===== src/rtl/sprite_pixel_fetch.sv =====
// sprite_pixel_fetch
//   Sits between the Mario sprite address generator and the sprite BRAM.
//   It registers the ROM address and absorbs the BRAM read latency. It expands
//   the returned RRRGGGBB palette index to RGB888. It delays the video timing
//   by the same PIPE = ROM_LATENCY + 2 cycles, so the timing stays aligned with
//   the pixel. It also runs the animation FSM that picks the 512-word frame
//   the address generator indexes. The frame changes only on a video-frame
//   tick (hcount == 0 && vcount == 0), so the image never tears mid-frame.
//
// Optional build macro: SPRITE_MIRROR_EN
//   Defined   : facing_left_in mirrors the column bits of the ROM address.
//   Undefined : facing_left_in is ignored.
//   Latency is the same in both builds.
//
// Ports
//   pixel_clk_in, rst_n_in          pixel clock, async active-low reset
//   hcount_in, vcount_in            raster position (11 / 10 bits)
//   hsync_in, vsync_in, blank_in    video timing
//   in_sprite_in, image_addr_in     sprite-box flag and ROM address
//   moving_in, airborne_in          Mario motion status
//   collision_in                    enemy hit (pulse or level)
//   facing_left_in                  mirror request (SPRITE_MIRROR_EN only)
//   rom_addr_out, rom_data_in       sprite BRAM interface
//   frame_index_out                 animation frame for the address generator
//   pixel_out, pixel_valid_out      RGB888 and opaque-pixel flag
//   hcount_out .. blank_out         timing delayed by PIPE cycles
//
// Animation states
//   state | meaning
//   IDLE  | standing still, frame 0
//   WALK  | moving on the ground, frames 1->2->3->1, FRAME_HOLD ticks each
//   JUMP  | airborne, frame 4
//   DEAD  | collision seen, frame 5, held until reset

module sprite_pixel_fetch #(
  parameter int          WIDTH       = 16,
  parameter int          HEIGHT      = 256,
  parameter int          ROM_LATENCY = 2,
  parameter int          FRAME_HOLD  = 6,
  parameter logic [7:0]  TRANSPARENT = 8'h00,
  localparam int         ADDR_W      = $clog2(WIDTH*HEIGHT)
) (
  input  logic              pixel_clk_in,
  input  logic              rst_n_in,
  input  logic [10:0]       hcount_in,
  input  logic [9:0]        vcount_in,
  input  logic              hsync_in,
  input  logic              vsync_in,
  input  logic              blank_in,
  input  logic              in_sprite_in,
  input  logic [ADDR_W-1:0] image_addr_in,
  input  logic              moving_in,
  input  logic              airborne_in,
  input  logic              collision_in,
  input  logic              facing_left_in,
  output logic [ADDR_W-1:0] rom_addr_out,
  input  logic [7:0]        rom_data_in,
  output logic [2:0]        frame_index_out,
  output logic [23:0]       pixel_out,
  output logic              pixel_valid_out,
  output logic [10:0]       hcount_out,
  output logic [9:0]        vcount_out,
  output logic              hsync_out,
  output logic              vsync_out,
  output logic              blank_out
);

  localparam int PIPE   = ROM_LATENCY + 2;
  localparam int COL_W  = $clog2(WIDTH);
  localparam int HOLD_W = $clog2(FRAME_HOLD + 1);

  // One bit wider than the address, so the compare is against the real ROM
  // size even when that size fills the address space.
  localparam logic [ADDR_W:0] ROM_WORDS = (ADDR_W+1)'(WIDTH*HEIGHT);

  typedef struct packed {
    logic [10:0] hcount;
    logic [9:0]  vcount;
    logic        hsync;
    logic        vsync;
    logic        blank;
  } timing_t;

  typedef enum logic [1:0] {
    IDLE = 2'd0,
    WALK = 2'd1,
    JUMP = 2'd2,
    DEAD = 2'd3
  } state_t;

  // ---------------------------------------------------------------------------
  // Address qualification and optional mirroring
  // ---------------------------------------------------------------------------
  logic              addr_qual;
  logic [ADDR_W-1:0] addr_map;

  assign addr_qual = in_sprite_in && ({1'b0, image_addr_in} < ROM_WORDS);

  always_comb begin
    addr_map = image_addr_in;
`ifdef SPRITE_MIRROR_EN
    // WIDTH is a power of two, so WIDTH-1-col is the bitwise inverse of col.
    if (facing_left_in)
      addr_map[COL_W-1:0] = ~image_addr_in[COL_W-1:0];
`endif
  end

`ifndef SPRITE_MIRROR_EN
  logic unused_facing_left;
  assign unused_facing_left = facing_left_in;
`endif

  always_ff @(posedge pixel_clk_in or negedge rst_n_in) begin
    if (!rst_n_in)
      rom_addr_out <= '0;
    else
      rom_addr_out <= addr_qual ? addr_map : '0;
  end

  // ---------------------------------------------------------------------------
  // Timing / qualifier delay lines
  // timing_pipe[k] holds the timing sampled k+1 cycles ago. The qualifier only
  // has to reach the stage where rom_data_in returns (index ROM_LATENCY).
  // ---------------------------------------------------------------------------
  timing_t              timing_pipe [PIPE];
  logic [ROM_LATENCY:0] qual_pipe;

  always_ff @(posedge pixel_clk_in or negedge rst_n_in) begin
    if (!rst_n_in) begin
      for (int i = 0; i < PIPE; i++)
        timing_pipe[i] <= '0;
      qual_pipe <= '0;
    end else begin
      timing_pipe[0] <= '{hcount: hcount_in, vcount: vcount_in,
                          hsync: hsync_in, vsync: vsync_in, blank: blank_in};
      for (int i = 1; i < PIPE; i++)
        timing_pipe[i] <= timing_pipe[i-1];
      qual_pipe[0] <= addr_qual;
      for (int i = 1; i <= ROM_LATENCY; i++)
        qual_pipe[i] <= qual_pipe[i-1];
    end
  end

  assign hcount_out = timing_pipe[PIPE-1].hcount;
  assign vcount_out = timing_pipe[PIPE-1].vcount;
  assign hsync_out  = timing_pipe[PIPE-1].hsync;
  assign vsync_out  = timing_pipe[PIPE-1].vsync;
  assign blank_out  = timing_pipe[PIPE-1].blank;

  // ---------------------------------------------------------------------------
  // Colour expansion and output gating
  // ---------------------------------------------------------------------------
  function automatic logic [23:0] expand_rgb(input logic [7:0] idx);
    logic [2:0] r;
    logic [2:0] g;
    logic [1:0] b;
    r = idx[7:5];
    g = idx[4:2];
    b = idx[1:0];
    return {r, r, r[2:1], g, g, g[2:1], b, b, b, b};
  endfunction

  logic pix_valid_nxt;

  // rom_data_in belongs to the pixel whose qualifier and blank sit at stage
  // ROM_LATENCY right now.
  assign pix_valid_nxt = qual_pipe[ROM_LATENCY]
                      && (rom_data_in != TRANSPARENT)
                      && !timing_pipe[ROM_LATENCY].blank;

  always_ff @(posedge pixel_clk_in or negedge rst_n_in) begin
    if (!rst_n_in) begin
      pixel_out       <= '0;
      pixel_valid_out <= 1'b0;
    end else begin
      pixel_valid_out <= pix_valid_nxt;
      pixel_out       <= pix_valid_nxt ? expand_rgb(rom_data_in) : '0;
    end
  end

  // ---------------------------------------------------------------------------
  // Animation FSM
  // ---------------------------------------------------------------------------
  logic              frame_tick;
  state_t            state;
  logic [HOLD_W-1:0] hold_cnt;
  logic              coll_sticky;

  assign frame_tick = (hcount_in == '0) && (vcount_in == '0);

  always_ff @(posedge pixel_clk_in or negedge rst_n_in) begin
    if (!rst_n_in) begin
      state           <= IDLE;
      frame_index_out <= 3'd0;
      hold_cnt        <= '0;
      coll_sticky     <= 1'b0;
    end else if (frame_tick) begin
      // The sticky flag is used up here. A hit on the tick cycle itself counts
      // too, so a one-cycle pulse that lands on the tick is not lost.
      coll_sticky <= 1'b0;
      if (state == DEAD || coll_sticky || collision_in) begin
        state           <= DEAD;
        frame_index_out <= 3'd5;
        hold_cnt        <= '0;
      end else if (airborne_in) begin
        state           <= JUMP;
        frame_index_out <= 3'd4;
        hold_cnt        <= '0;
      end else if (moving_in) begin
        state <= WALK;
        if (state != WALK) begin
          frame_index_out <= 3'd1;
          hold_cnt        <= '0;
        end else if (hold_cnt == HOLD_W'(FRAME_HOLD - 1)) begin
          frame_index_out <= (frame_index_out == 3'd3) ? 3'd1 : frame_index_out + 3'd1;
          hold_cnt        <= '0;
        end else begin
          hold_cnt <= hold_cnt + 1'b1;
        end
      end else begin
        state           <= IDLE;
        frame_index_out <= 3'd0;
        hold_cnt        <= '0;
      end
    end else if (collision_in) begin
      coll_sticky <= 1'b1;
    end
  end

endmodule


===== config.mk =====
export PLATFORM = sky130hd
export DESIGN_NAME = sprite_pixel_fetch
export DESIGN_NICKNAME = d
export VERILOG_FILES = /design/src/rtl/sprite_pixel_fetch.sv
export SDC_FILE = /design/constraint.sdc
export NUM_CORES = 1
export LEC_CHECK = 0
export CORE_ASPECT_RATIO = 0.7
export CORE_MARGIN = 3
export CORE_UTILIZATION = 30
export DETAILED_ROUTE_END_ITERATION = 8
export SLEW_MARGIN = 25
export SYNTH_ARGS = -nofsm -noshare
export SYNTH_HDL_FRONTEND = slang
export SYNTH_SLANG_ARGS = --single-unit

===== constraint.sdc =====
create_clock -name pixel_clk_in -period 4.9 [get_ports pixel_clk_in]
set_input_delay 1.47 -clock pixel_clk_in [delete_from_list [all_inputs] [get_ports pixel_clk_in]]
set_output_delay 1.47 -clock pixel_clk_in [all_outputs]
set_load 0.02 [all_outputs]

## Word level (Yosys, flattened, before mapping)

Cells that the tools add are included.

| operators by class | value |
|---|---|
| add/subtract/negate cells | 2 |
| eq/ne operators | 5 |
| muxes and demuxes | 18 |
| reduce and logical (&&, ||, !) cells | 11 |

Operator list:

| operator | count |
|---|---|
| 3-bit 2-to-1 mux | 11 |
| 24-bit 2-to-1 mux | 1 |
| 12-bit 2-to-1 mux | 1 |
| 11-bit logical NOT | 1 |
| 10-bit logical NOT | 1 |
| 8-bit nonzero test | 1 |
| 3-bit by 1-bit adder with 3-bit output, second input constant | 2 |
| 5-bit by 1-bit inequality test with 1-bit output, second input constant | 1 |
| 2-bit 2-to-1 mux | 2 |
| 3-bit by 2-bit == test with 1-bit output, second input constant | 1 |
| 3-bit == test, second input constant | 1 |
| 1-bit logical AND | 3 |
| 1-bit 2-to-1 mux | 3 |
| 2-bit == test, second input constant | 1 |
| 1-bit logical OR | 2 |
| 2-bit by 1-bit inequality test with 1-bit output, second input constant | 1 |
| 2-bit AND reduction | 1 |
| 2-bit nonzero test | 1 |
| 1-bit logical NOT | 1 |

| word-level totals | value |
|---|---|
| flip-flop bits (word level) | 145 |
| word-level logic and storage cells | 64 |

## Logic depth before layout (Yosys ltp)

Gate-level depths: netlist of run 1.

| depth | value |
|---|---|
| depth in word-level cells | 7 |
| depth in mapped cells | 5 |

## Worst setup path before layout of run 1

Ideal clock, no wire load.

| path | value |
|---|---|
| path kind | input-to-reg |
| from | input hcount_in[10] |
| to | register hold_cnt[0] |
| arrival time | 2.586 ns |
| path slack | 2.186 ns |
| stages on the path | 5 |
| buffers on the path | 1 |
| cell sequence | nor4_2 -> nand4_2 -> or2_0 -> buf_2 -> mux2_1 |

| between the ends | value |
|---|---|
| word-level cells in the longest chain between the ends | 2 |

RTL lines:

| element | RTL line | text |
|---|---|---|
| from (decl) | 45 | `input logic [10:0] hcount_in,` |
| 11-bit logical NOT | 189 | `assign frame_tick = (hcount_in == '0) && (vcount_in == '0);` |
| 1-bit logical AND | 189 |  |
| to (signal assigned) | 218 | `hold_cnt <= hold_cnt + 1'b1;` |
| to (decl) | 186 | `logic [HOLD_W-1:0] hold_cnt;` |

No other way between the ends.
A chain may end at the register's enable or synchronous reset.

## Worst setup path in the final report of run 1

| path | value |
|---|---|
| from | input vcount_in[2] |
| to | register hold_cnt[0] |

| between the ends | value |
|---|---|
| word-level cells in the longest chain between the ends | 2 |

RTL lines:

| element | RTL line | text |
|---|---|---|
| from (decl) | 46 | `input logic [9:0] vcount_in,` |
| 10-bit logical NOT | 189 |  |
| 1-bit logical AND | 189 |  |

No other way between the ends.

==> summary.md, run 1 <==
| Metric | Value |
|---|---|
| Status | `complete, no violations` |
| Beginning of the worst hold path | `qual_pipe[1]` |
| Cell Pwr Density | `approximately 440 nW/um^2` |
| Aggregate negative setup slack | `0 ps` |
| Routed vias | `2,025` |
| Worst EP required | `5180 ps` |
| Unrepaired setup endpoints after global routing | `false` |
| Cell Area, Synth | `roughly 4000 um^2` |
| Initial core utilization | `31.37%` |
| Setup Skew | `5.875 ps` |
| GRT Overall Usage | `9.764%` |
| Root Buffer | `clkbuf_16` |
| Die X | `143.8 um` |
| Die ar. | `14,740 um^2` |
| First-pass GRT wire length | `10,700 um` |
| Crit path max fanout | `6` |
| R2R Path Start | `coll_sticky` |
| Hold buffers post-CTS | `0` |
| Synth unique cells | `30` |
| GR Overflow Total | `0` |
| Sequential fraction of the synthesis area | `between 80% and 90%` |
| Syn Nets | `287` |
| Comb pwr share | `6.1%` |
| Hold Vio Cnt, Final | `0` |
| Instance count of the mapped netlist | `235` |
| Synth area leaders | `dfrtp_1 81%, buf_4 7.0%, and2_1 3.1%` |
| Max rail drop VDD | `0.2126 mV` |
| Gpl congestion | `~0.74` |
| TritonCTS clock tree | `built` |
| Worst hold path class | `register to register` |
| Minimum clock period | `3013 ps` |
| Largest net degree at the start of global routing | `around 110` |
| Number of buffers on the longest clock path | `2` |
| DP HPWL | `4541 um` |
| CTS Buf Count | `17` |
| Area grow syn2layout | `41.14%` |
| Leak | `2.414 nW` |
| Max-cap check violation count | `0` |
| Multi-input gate area | `467.9 um^2` |
| Ys Warns | `0` |
| Slew Limit Fails | `0` |
| CP arrival | `approximately 3300 ps` |
| Sequential share of power | `around 45%` |
| Fillers | `1,111` |
| Area leader, netlist | `dfrtp_1` |
| Worst setup EP type | `register` |
| CP Launch Type | `input pin` |
| Post-cts gate resize count | `0` |
| Worst-margin pin slew | `912.7 ps` |
| Final period util | `61.50%` |
| Residual DRC | `0` |
| Core area | `12,720 um^2` |
| Setup bufs post-CTS | `0` |
| Slowest cell on the critical path | `clkdlybuf4s50_1` |
| Number of I/O pins | `115` |
| DRT Pass-1 Iters | `5` |
| Site Rows | `34` |
| WL per Instance | `13.28 um` |
| Initial antenna violation count | `0` |
| #FFs+latches synth | `129` |
| Critical R2R Capture | `frame_index_out[2]` |
| Share of the synthesized area in the top cell type | `between 80% and 90%` |
| Die Span Y | `~100 um` |
| Via/cell ratio | `4.026` |
| Worst hold stages | `0` |
| Vias in the first global route | `2,196` |
| Sink Count | `129` |
| Final setup viols | `0` |
| Syn Area/Cell | `around 17 um^2` |
| Starting DRT DRC Count | `56` |
| FF+latch area | `3228 um^2` |
| Fraction of layout cells with a size suffix above 1 | `12.02%` |
| Critical Path, Cell by Cell | `clkdlybuf4s50_1 > nor4_2 > nand4_2 > or2_0 > mux2_1` |
| Final Util | `44.28%` |
| R2R depth | `4` |
| Sw Ratio | `a little over a fifth` |
| Setup CP Type | `input pin to register` |
| Sw Pwr | `532.0 uW` |
| Clk pwr share | `48.8%` |
| Routed WL | `6680 um` |
| Max stage delay on crit path | `between 400 and 500 ps` |
| Max_slew headroom | `between 30% and 40%` |
| Clock slew at reported path FFs | `60 ps` |
| IO Port Bufs | `113` |
| Highest Clock Rate | `331.8 MHz` |
| Diodes inserted | `0` |
| Hold path endpoint | `qual_pipe[2]` |
| R2R Setup Slk | `3180 ps` |
| H-tree depth | `4` |
| Int Pwr | `1.971 mW` |
| Final nets | `~380` |
| Worst-skew pair later-pin latency | `400 ps` |
| Routed Antenna Nets | `0` |
## cells by family after synthesis
family	count (synthesis)	synth area share, %
AOI/OAI and AO/OA	12	2.257
adders and majority gates	1	0.3135
buffers and inverters	41	7.369
DFF	129	80.90
muxes	4	1.097
and+or+nand+nor	48	8.059
## metrics by stage
step           setup WS [ps]  power (mW)  hold WS (ps)  area, um^2  std cells
4_1_cts                 1849       2.546         344.4        5632        503
5_1_grt                 1745       2.606         349.8        5632        503
3_5_place_dp            1414       1.304         334.7        5046        472
3_3_place_gp            1441       1.300         331.5        5046        472
6_report                1887       2.503         340.8        5632        503
2_1_floorplan           2186       1.204         331.2        3990        235
## sequential cells by signal, indices dropped and copies added, names as in the netlist
name	cells
blank_out	1
coll_sticky	1
frame_index_out	3
hcount_out	11
hold_cnt	3
hsync_out	1
pixel_out	8
pixel_valid_out	1
qual_pipe	3
rom_addr_out	12
state	2
timing_pipe	72
vcount_out	10
vsync_out	1
## critical path, delay by kind of cell
kind | cells | cell delay (ps)
buffers and inverters | 1 | 450
multiplexers | 1 | 350
AND/OR/NAND/NOR | 3 | 1030
## layer usage
| layer | up-vias | share of wire [%] | global-route usage, % |
|---|---|---|---|
| met5 | - | 0 | 0 |
| met4 | 0 | 1.9 | 5.644 |
| met3 | 12 | 7.2 | 4.172 |
| met2 | 82 | 46 | 14.65 |
| met1 | 1013 | 45 | 11.88 |
| li1 | 918 | - | - |
## cell usage in the layout, fill, tap and decap left out, types with 2 or more instances in the layout
cell type	count
and2_1	20
clkbuf_8	2
clkbuf_16	17
inv_1	2
bufinv_16	2
clkinvlp_4	2
mux2_1	3
nor3_1	2
o21ai_0	3
nor4_2	3
o31ai_1	6
clkdlybuf4s50_1	112
nor4_1	3
clkinv_2	2
clkinv_4	2
nand2b_1	3
nand3_1	2
dfrtp_1	129
nor2_1	4
nand2_1	2
inv_6	3
## layout make-up
class                           count  area share (%)
Inverter                            2          0.1333
Sequential cell                   129           57.32
Clock buffer                       20           8.109
Tap cell                          162           3.599
Timing Repair Buffer              114           20.24
Clock inverter                     11           2.288
Multi-Input combinational cell     65           8.309
## power groups by stage
| stage | Sequential (mW) | Clock [mW] | Combinational (mW) |
|---|---|---|---|
| floorplan | 1.16 | 0 | 0.0477 |
| global placement | 1.15 | 0 | 0.153 |
| detailed placement | 1.15 | 0 | 0.155 |
| CTS | 1.13 | 1.26 | 0.156 |
| global route | 1.13 | 1.31 | 0.164 |
| finish | 1.13 | 1.22 | 0.152 |
## worst max path at each step
stage / start / to / slack [ps] / depth (start not counted)
2_1_floorplan: hcount_in[10] / hold_cnt[0] / 2190 / 5
3_3_place_gp: vcount_in[2] / hold_cnt[0] / 1440 / 5
3_5_place_dp: vcount_in[3] / hold_cnt[0] / 1410 / 5
4_1_cts: vcount_in[3] / hold_cnt[0] / 1850 / 5
5_1_grt: vcount_in[3] / hold_cnt[0] / 1750 / 5
6_report: vcount_in[2] / hold_cnt[0] / 1890 / 5
## cells in the mapped netlist
cell type,n
mux2i_1,1
nor3_2,1
nand2b_1,3
nand2_1,2
clkbuf_1,1
nor2_1,4
mux2_1,3
dfrtp_1,129
ha_1,1
or2_2,1
o31ai_1,6
buf_2,1
and2_2,1
nor3_1,2
a221o_1,1
a311oi_2,1
a21oi_1,1
nand3b_1,1
inv_1,2
nor4_2,3
buf_4,37
nor4_1,3
nor2b_1,1
nand3_1,2
nand4_2,1
and2_1,20
and3b_1,1
or4b_4,1
or2_0,1
o21ai_0,3
No activity file was read; power rests on OpenSTA's default activity.
==> inputs of run 2 (changes only) <==
==> constraint.sdc (replaced) <==
create_clock -name pixel_clk_in -period 2.6 [get_ports pixel_clk_in]
set_input_delay 0.78 -clock pixel_clk_in [delete_from_list [all_inputs] [get_ports pixel_clk_in]]
set_output_delay 0.78 -clock pixel_clk_in [all_outputs]
set_load 0.02 [all_outputs]
==> run 2 against run 1 <==
Net effect: count of clock-buffer cells in the layout fell by 2; hold slack got worse by 96 ps; power is 87% higher; setup slack worse by 1500 ps; critical path depth increased by 1; critical path type unchanged.
==> summary.md, run 2 (synthesized netlist as in run 1, its figures left out) <==
| Metric | Value |
|---|---|
| Reg with most FFs | `timing_pipe` |
| Clk pwr share | `48.5% (-0.3 points)` |
| Cell Pwr Density | `825.9 nW/um^2 (+86%)` |
| Slew Limit Fails | `0 (unchanged)` |
| IO Port Bufs | `113 (unchanged)` |
| Fraction of layout cells with a size suffix above 1 | `13.83% (+1.8 points)` |
| Status | `complete, no violations` |
| Unrepaired setup endpoints after global routing | `false` |
| TritonCTS clock tree | `built` |
| Site Rows | `34 (unchanged)` |
| Aggregate negative setup slack | `0 ps (unchanged)` |
| Placed instance area | `5104 um^2 (+1.1%)` |
| Routed Antenna Nets | `0 (unchanged)` |
| Setup Skew | `6.059 ps (+0.1844 ps)` |
| Slowest cell on the critical path | `clkdlybuf4s50_1` |
| Root Buffer | `clkbuf_16` |
| Setup bufs post-CTS | `0 (unchanged)` |
| Sink Count | `129 (unchanged)` |
| Die Span Y | `102.5 um (unchanged)` |
| Most common cell after layout, fill and taps aside | `dfrtp_1` |
| Clock slew at reported path FFs | `60 ps (about the same)` |
| Hold buffers post-CTS | `0 (unchanged)` |
| Final nets | `387 (+1.6%)` |
| Max-cap check violation count | `0 (unchanged)` |
| Final Util | `44.64% (+0.36 points)` |
| Worst setup EP type | `register` |
| Max rail drop VDD | `0.4301 mV (+100%)` |
| Worst-margin pin slew | `520.8 ps (-391.9 ps)` |
| Sw Pwr | `1.007 mW (+89%)` |
| Die X | `143.8 um (unchanged)` |
| Die ar. | `14,740 um^2 (unchanged)` |
| Sequential share of power | `45.4% (+0.3 points)` |
| Leak | `2.446 nW (+1.3%)` |
| Initial core utilization | `31.37% (unchanged)` |
| Max stage delay on crit path | `430 ps (-20 ps)` |
| R2R depth | `4 (unchanged)` |
| Core area | `12,720 um^2 (unchanged)` |
| Worst hold path class | `input pin to async pin` |
| GR Overflow Total | `0 (unchanged)` |
| WL per Instance | `13.32 um (+0.32%)` |
| Number of flip-flops in the largest register | `72 (unchanged)` |
| Area grow syn2layout | `42.30%` |
| Int Pwr | `3.682 mW (+87%)` |
| CP Launch Type | `input pin` |
| CTS Buf Count | `17 (unchanged)` |
| Worst EP required | `2890 ps (-2290 ps)` |
| Largest net degree at the start of global routing | `74 (-30%)` |
| GRT Overall Usage | `9.843% (+0.079 points)` |
| CP arrival | `2540 ps (-750 ps)` |
| Max_slew headroom | `65.28% (+26 points)` |
| Gpl congestion | `0.7261 (-1.7%)` |
| Setup CP Type | `input pin to register` |
| R2R Setup Slk | `880 ps (-2300 ps)` |
| Vias in the first global route | `2,153 (-2.0%)` |
| Initial antenna violation count | `0 (unchanged)` |
| Fin area | `5678 um^2 (+0.82%)` |
| Number of I/O pins | `115 (unchanged)` |
| Routed vias | `2,043 (+0.89%)` |
| Post-cts gate resize count | `0 (unchanged)` |
| Crit path max fanout | `5 (-1)` |
| Comb pwr share | `6.2% (about the same)` |
| Diodes inserted | `0 (unchanged)` |
| Residual DRC | `0 (unchanged)` |
| Critical Path, Cell by Cell | `clkdlybuf4s50_1 > nor4_2 > nand4_2 > or2_0 > buf_4 > o31ai_1` |
| Most frequent cells in the layout | `129 x dfrtp_1, 112 x clkdlybuf4s50_1, 20 x and2_1` |
| Cell count along the critical path | `6 (+1)` |
| Highest Clock Rate | `approximately 440 MHz` |
| First-pass GRT wire length | `10,880 um (+1.7%)` |
| Routed WL | `6781 um (+1.5%)` |
| Worst-skew pair later-pin latency | `400 ps (about the same)` |
| Hold Vio Cnt, Final | `0 (unchanged)` |
| DP HPWL | `4583 um (+0.92%)` |
| Minimum clock period | `2251 ps` |
| Final setup viols | `0 (unchanged)` |
| Via/cell ratio | `4.014 (-0.30%)` |
| Final period util | `slightly below 90%` |
| DRT Pass-1 Iters | `4 (-1)` |
| CP top delay family | `simple AND/OR/NAND/NOR gates` |
| Fillers | `1,101 (-0.90%)` |
| H-tree depth | `4 (unchanged)` |
| Sw Ratio | `21.47% (+0.21 points)` |
| Crit path buf inv count | `2 (+1)` |
| Number of buffers on the longest clock path | `2 (unchanged)` |
| Starting DRT DRC Count | `58 (+3.6%)` |
==> run 2: path summary, 6_finish.rpt <==
path	from	end
setup / recovery	hcount_in[10]	hold_cnt[2]
hold / removal	rst_n_in	hsync_out
setup reg to reg	coll_sticky	frame_index_out[0]
hold reg to reg	timing_pipe[36]	vcount_out[9]
max in group asynchronous	rst_n_in	hold_cnt[0]
min in group pixel_clk_in	timing_pipe[36]	vcount_out[9]
==> run 2: power by group through the flow <==
stage	registers (mW)	logic [mW]	clock network, mW
2_1_floorplan	2.18	0.0900	0
4_1_cts	2.13	0.297	2.35
5_1_grt	2.14	0.314	2.44
6_report	2.13	0.290	2.27
3_5_place_dp	2.16	0.296	0
3_3_place_gp	2.16	0.293	0
==> run 2: final cells by class <==
type | count | area [um^2] | area share [%]
Timing Repair Buffer | 120 | 1197 | 21.09
Clock buffer | 18 | 439.2 | 7.735
Clock inverter | 13 | 135.1 | 2.380
Inverter | 2 | 7.507 | 0.1322
Multi-Input combinational cell | 65 | 467.9 | 8.242
Tap cell | 162 | 202.7 | 3.570
Sequential cell | 129 | 3228 | 56.85
==> run 2: worst register-to-register path: stages, from the launching register on <==
cell and delay, ps:
dfrtp_1 370, or4b_4 570, a311oi_2 250, nor3_2 100
mux2_1 310
==> run 2: metal layers <==
metal	GRT usage (%)	vias to the layer above	wire [um]
met5	0	-	0
met2	14.22	95	3118
met4	4.703	0	68
met1	12.60	1002	3136
li1	-	936	-
met3	4.590	10	458
==> run 2: per-stage QoR <==
| stage | hold WS, ps | std cells | power, mW | setup slack, ps |
|---|---|---|---|---|
| final | 245.3 | 509 | 4.689 | 349.1 |
| after global routing | 241.2 | 509 | 4.892 | 276.9 |
| after CTS | 232.6 | 509 | 4.779 | 368.6 |
| after detailed placement | 334.7 | 478 | 2.460 | -45.69 |
| after global placement | 331.5 | 478 | 2.454 | -16.75 |
| after floorplan | 331.2 | 235 | 2.269 | 576.1 |
==> inputs of run 3 (changes only) <==
--- a/config.mk
+++ b/config.mk
@@ -7,8 +7,9 @@
 export LEC_CHECK = 0
 export CORE_ASPECT_RATIO = 0.7
 export CORE_MARGIN = 3
-export CORE_UTILIZATION = 30
+export CORE_UTILIZATION = 42
 export DETAILED_ROUTE_END_ITERATION = 8
+export PLACE_DENSITY = 0.75
 export SLEW_MARGIN = 25
 export SYNTH_ARGS = -nofsm -noshare
 export SYNTH_HDL_FRONTEND = slang
==> run 3 against run 2 <==
Net effect: count of clock-buffer cells in the layout increased by 1; clock skew up 3.3 ps; critical path type unchanged; die area fell by 27%; highest routed layer unchanged; register-to-register slack improved by 20 ps.
==> summary.md, run 3 (synthesized netlist as in run 1, its figures left out) <==
| Metric | Value |
|---|---|
| Diodes inserted | `0 (unchanged)` |
| Post-cts gate resize count | `0 (unchanged)` |
| Largest net degree at the start of global routing | `50 (-32%)` |
| Hold Vio Cnt, Final | `0 (unchanged)` |
| CP Launch Type | `input pin` |
| Reg with most FFs | `timing_pipe` |
| Cell Pwr Density | `808.6 nW/um^2 (-2.1%)` |
| Most used routing layer | `met2` |
| TritonCTS clock tree | `built` |
| Max-cap check violation count | `0 (unchanged)` |
| Unrepaired setup endpoints after global routing | `false` |
| Finished Layout Cells | `471 (-7.5%)` |
| Area grow syn2layout | `40.23%` |
| Final period util | `85.48% (-1.1 points)` |
| Final nets | `386 (-0.26%)` |
| Met1 Use GR | `14.30% (+1.7 points)` |
| Setup Skew | `9.318 ps (+3.259 ps)` |
| Sink Count | `129 (unchanged)` |
| Most frequent cells in the layout | `129 x dfrtp_1, 112 x clkdlybuf4s50_1, 20 x and2_1` |
| GR Layer Usage met2 | `18.89% (+4.7 points)` |
| CTS Buf Count | `17 (unchanged)` |
| Gpl congestion | `0.7437 (+2.4%)` |
| Minimum clock period | `2222 ps (-28.38 ps)` |
| Number of I/O pins | `115 (unchanged)` |
| Final Util | `61.19% (+17 points)` |
| Highest Clock Rate | `449.9 MHz (+1.3%)` |
| Starting DRT DRC Count | `69 (+19%)` |
| Initial core utilization | `43.64% (+12 points)` |
| Max rail drop VDD | `0.4631 mV (+7.7%)` |
| Fin area | `5595 um^2 (-1.5%)` |
| Leak | `2.412 nW (-1.4%)` |
| Initial antenna violation count | `0 (unchanged)` |
| Slew Limit Fails | `0 (unchanged)` |
| Dpl cells | `439 (-8.2%)` |
| Worst hold path class | `input pin to async pin` |
| Via/cell ratio | `4.204 (+4.7%)` |
| Pwr Total | `4.525 mW (-3.5%)` |
| Crit path max fanout | `5 (unchanged)` |
| Worst EP required | `2880 ps (about the same)` |
| Setup CP Type | `input pin to register` |
| Placed instance area | `5049 um^2 (-1.1%)` |
| Root Buffer | `clkbuf_16` |
| Vias in the first global route | `2,021 (-6.1%)` |
| Worst-skew pair later-pin latency | `400 ps (about the same)` |
| Number of flip-flops in the largest register | `72 (unchanged)` |
| Max_slew headroom | `68.56% (+3.3 points)` |
| Routed vias | `1,980 (-3.1%)` |
| Clock slew at reported path FFs | `60 ps (about the same)` |
| Core area | `9144 um^2 (-28%)` |
| Final setup viols | `0 (unchanged)` |
| Site Rows | `29 (-15%)` |
| CP arrival | `2500 ps (-40 ps)` |
| DP HPWL | `4435 um (-3.2%)` |
| First-pass GRT wire length | `9791 um (-10%)` |
| Worst setup EP type | `register` |
| GR Overflow Total | `0 (unchanged)` |
| Worst-margin pin slew | `471.6 ps (-49.18 ps)` |
| Status | `complete, no violations` |
| GRT Overall Usage | `12.53% (+2.7 points)` |
| Die X | `122.5 um (-15%)` |
| WL per Instance | `13.10 um (-1.7%)` |
| Worst Hold Slack | `309.3 ps (+63.99 ps)` |
| Routed Antenna Nets | `0 (unchanged)` |
| Die Span Y | `87.55 um (-15%)` |
| Setup bufs post-CTS | `0 (unchanged)` |
| H-tree depth | `4 (unchanged)` |
| Pre-CTS WS | `-75.85 ps (-30.16 ps)` |
| Hold buffers post-CTS | `0 (unchanged)` |
| Residual DRC | `0 (unchanged)` |
| DRT Pass-1 Iters | `4 (unchanged)` |
| IO Port Bufs | `113 (unchanged)` |
| Aggregate negative setup slack | `0 ps (unchanged)` |
| Routed WL | `6169 um (-9.0%)` |
| Die ar. | `10,720 um^2 (-27%)` |
| Setup WS post-layout | `377.5 ps (+28.38 ps)` |
| Grt met3 use | `6.779% (+2.2 points)` |
| Fraction of layout cells with a size suffix above 1 | `13.54% (-0.29 points)` |
| Most common cell after layout, fill and taps aside | `dfrtp_1` |
| Number of buffers on the longest clock path | `2 (unchanged)` |
run 3: cell count changes in the layout (fill, tap and decap cells not counted):
| cell | previous run | this run |
|---|---|---|
| buf_4 | 6 | 5 |
| inv_6 | 2 | 4 |
| clkinv_4 | 2 | 3 |
| clkinvlp_4 | 2 | 5 |
| bufinv_16 | 2 | 0 |
| clkinv_2 | 5 | 1 |
| clkbuf_1 | 0 | 1 |
run 3: worst paths after layout:
| path | startpoint | to | slack, ps | cells past startpoint |
|---|---|---|---|---|
| setup / recovery | hcount_in[4] | hold_cnt[2] | 380 | 6 |
| hold / removal | rst_n_in | timing_pipe[74] | 310 | 1 |
| setup reg to reg | coll_sticky | frame_index_out[0] | 900 | 4 |
| hold reg to reg | timing_pipe[82] | timing_pipe[58] | 340 | 0 |
| max in group asynchronous | rst_n_in | qual_pipe[1] | 1610 | 2 |
| min in group pixel_clk_in | timing_pipe[82] | timing_pipe[58] | 340 | 0 |
run 3: layout make-up:
type | count | area, um^2
well taps | 124 | 155.1
repair buffers | 119 | 1190
clock inverters | 13 | 103.9
clock buffers | 19 | 442.9
inverters | 2 | 7.507
fillers | 721 | 3548
multi-input cells | 65 | 467.9
flip-flops and latches | 129 | 3228
run 3: report_power, final:
part / internal (mW) / switching (mW) / total (mW) / leakage, nW
combinational: 0.152 / 0.137 / 0.289 / 0.615
clock: 1.26 / 0.854 / 2.11 / 0.253
sequential: 2.10 / 0.0249 / 2.13 / 1.54
total: 3.51 / 1.02 / 4.52 / 2.41
run 3: worst max-delay path, stage by stage:
cell             delay (ps)
clkdlybuf4s50_1         430
nor4_2                  360
nand4_2                 210
or2_0                   270
buf_4                   170
o31ai_1                 270
run 3: routing by layer:
layer,vias to the layer above,wire length (um),part of all wire (%)
met5,-,0,0
met1,960,2534,41
met4,0,78,1.3
met3,7,625,10
met2,80,2930,47
li1,933,-,-
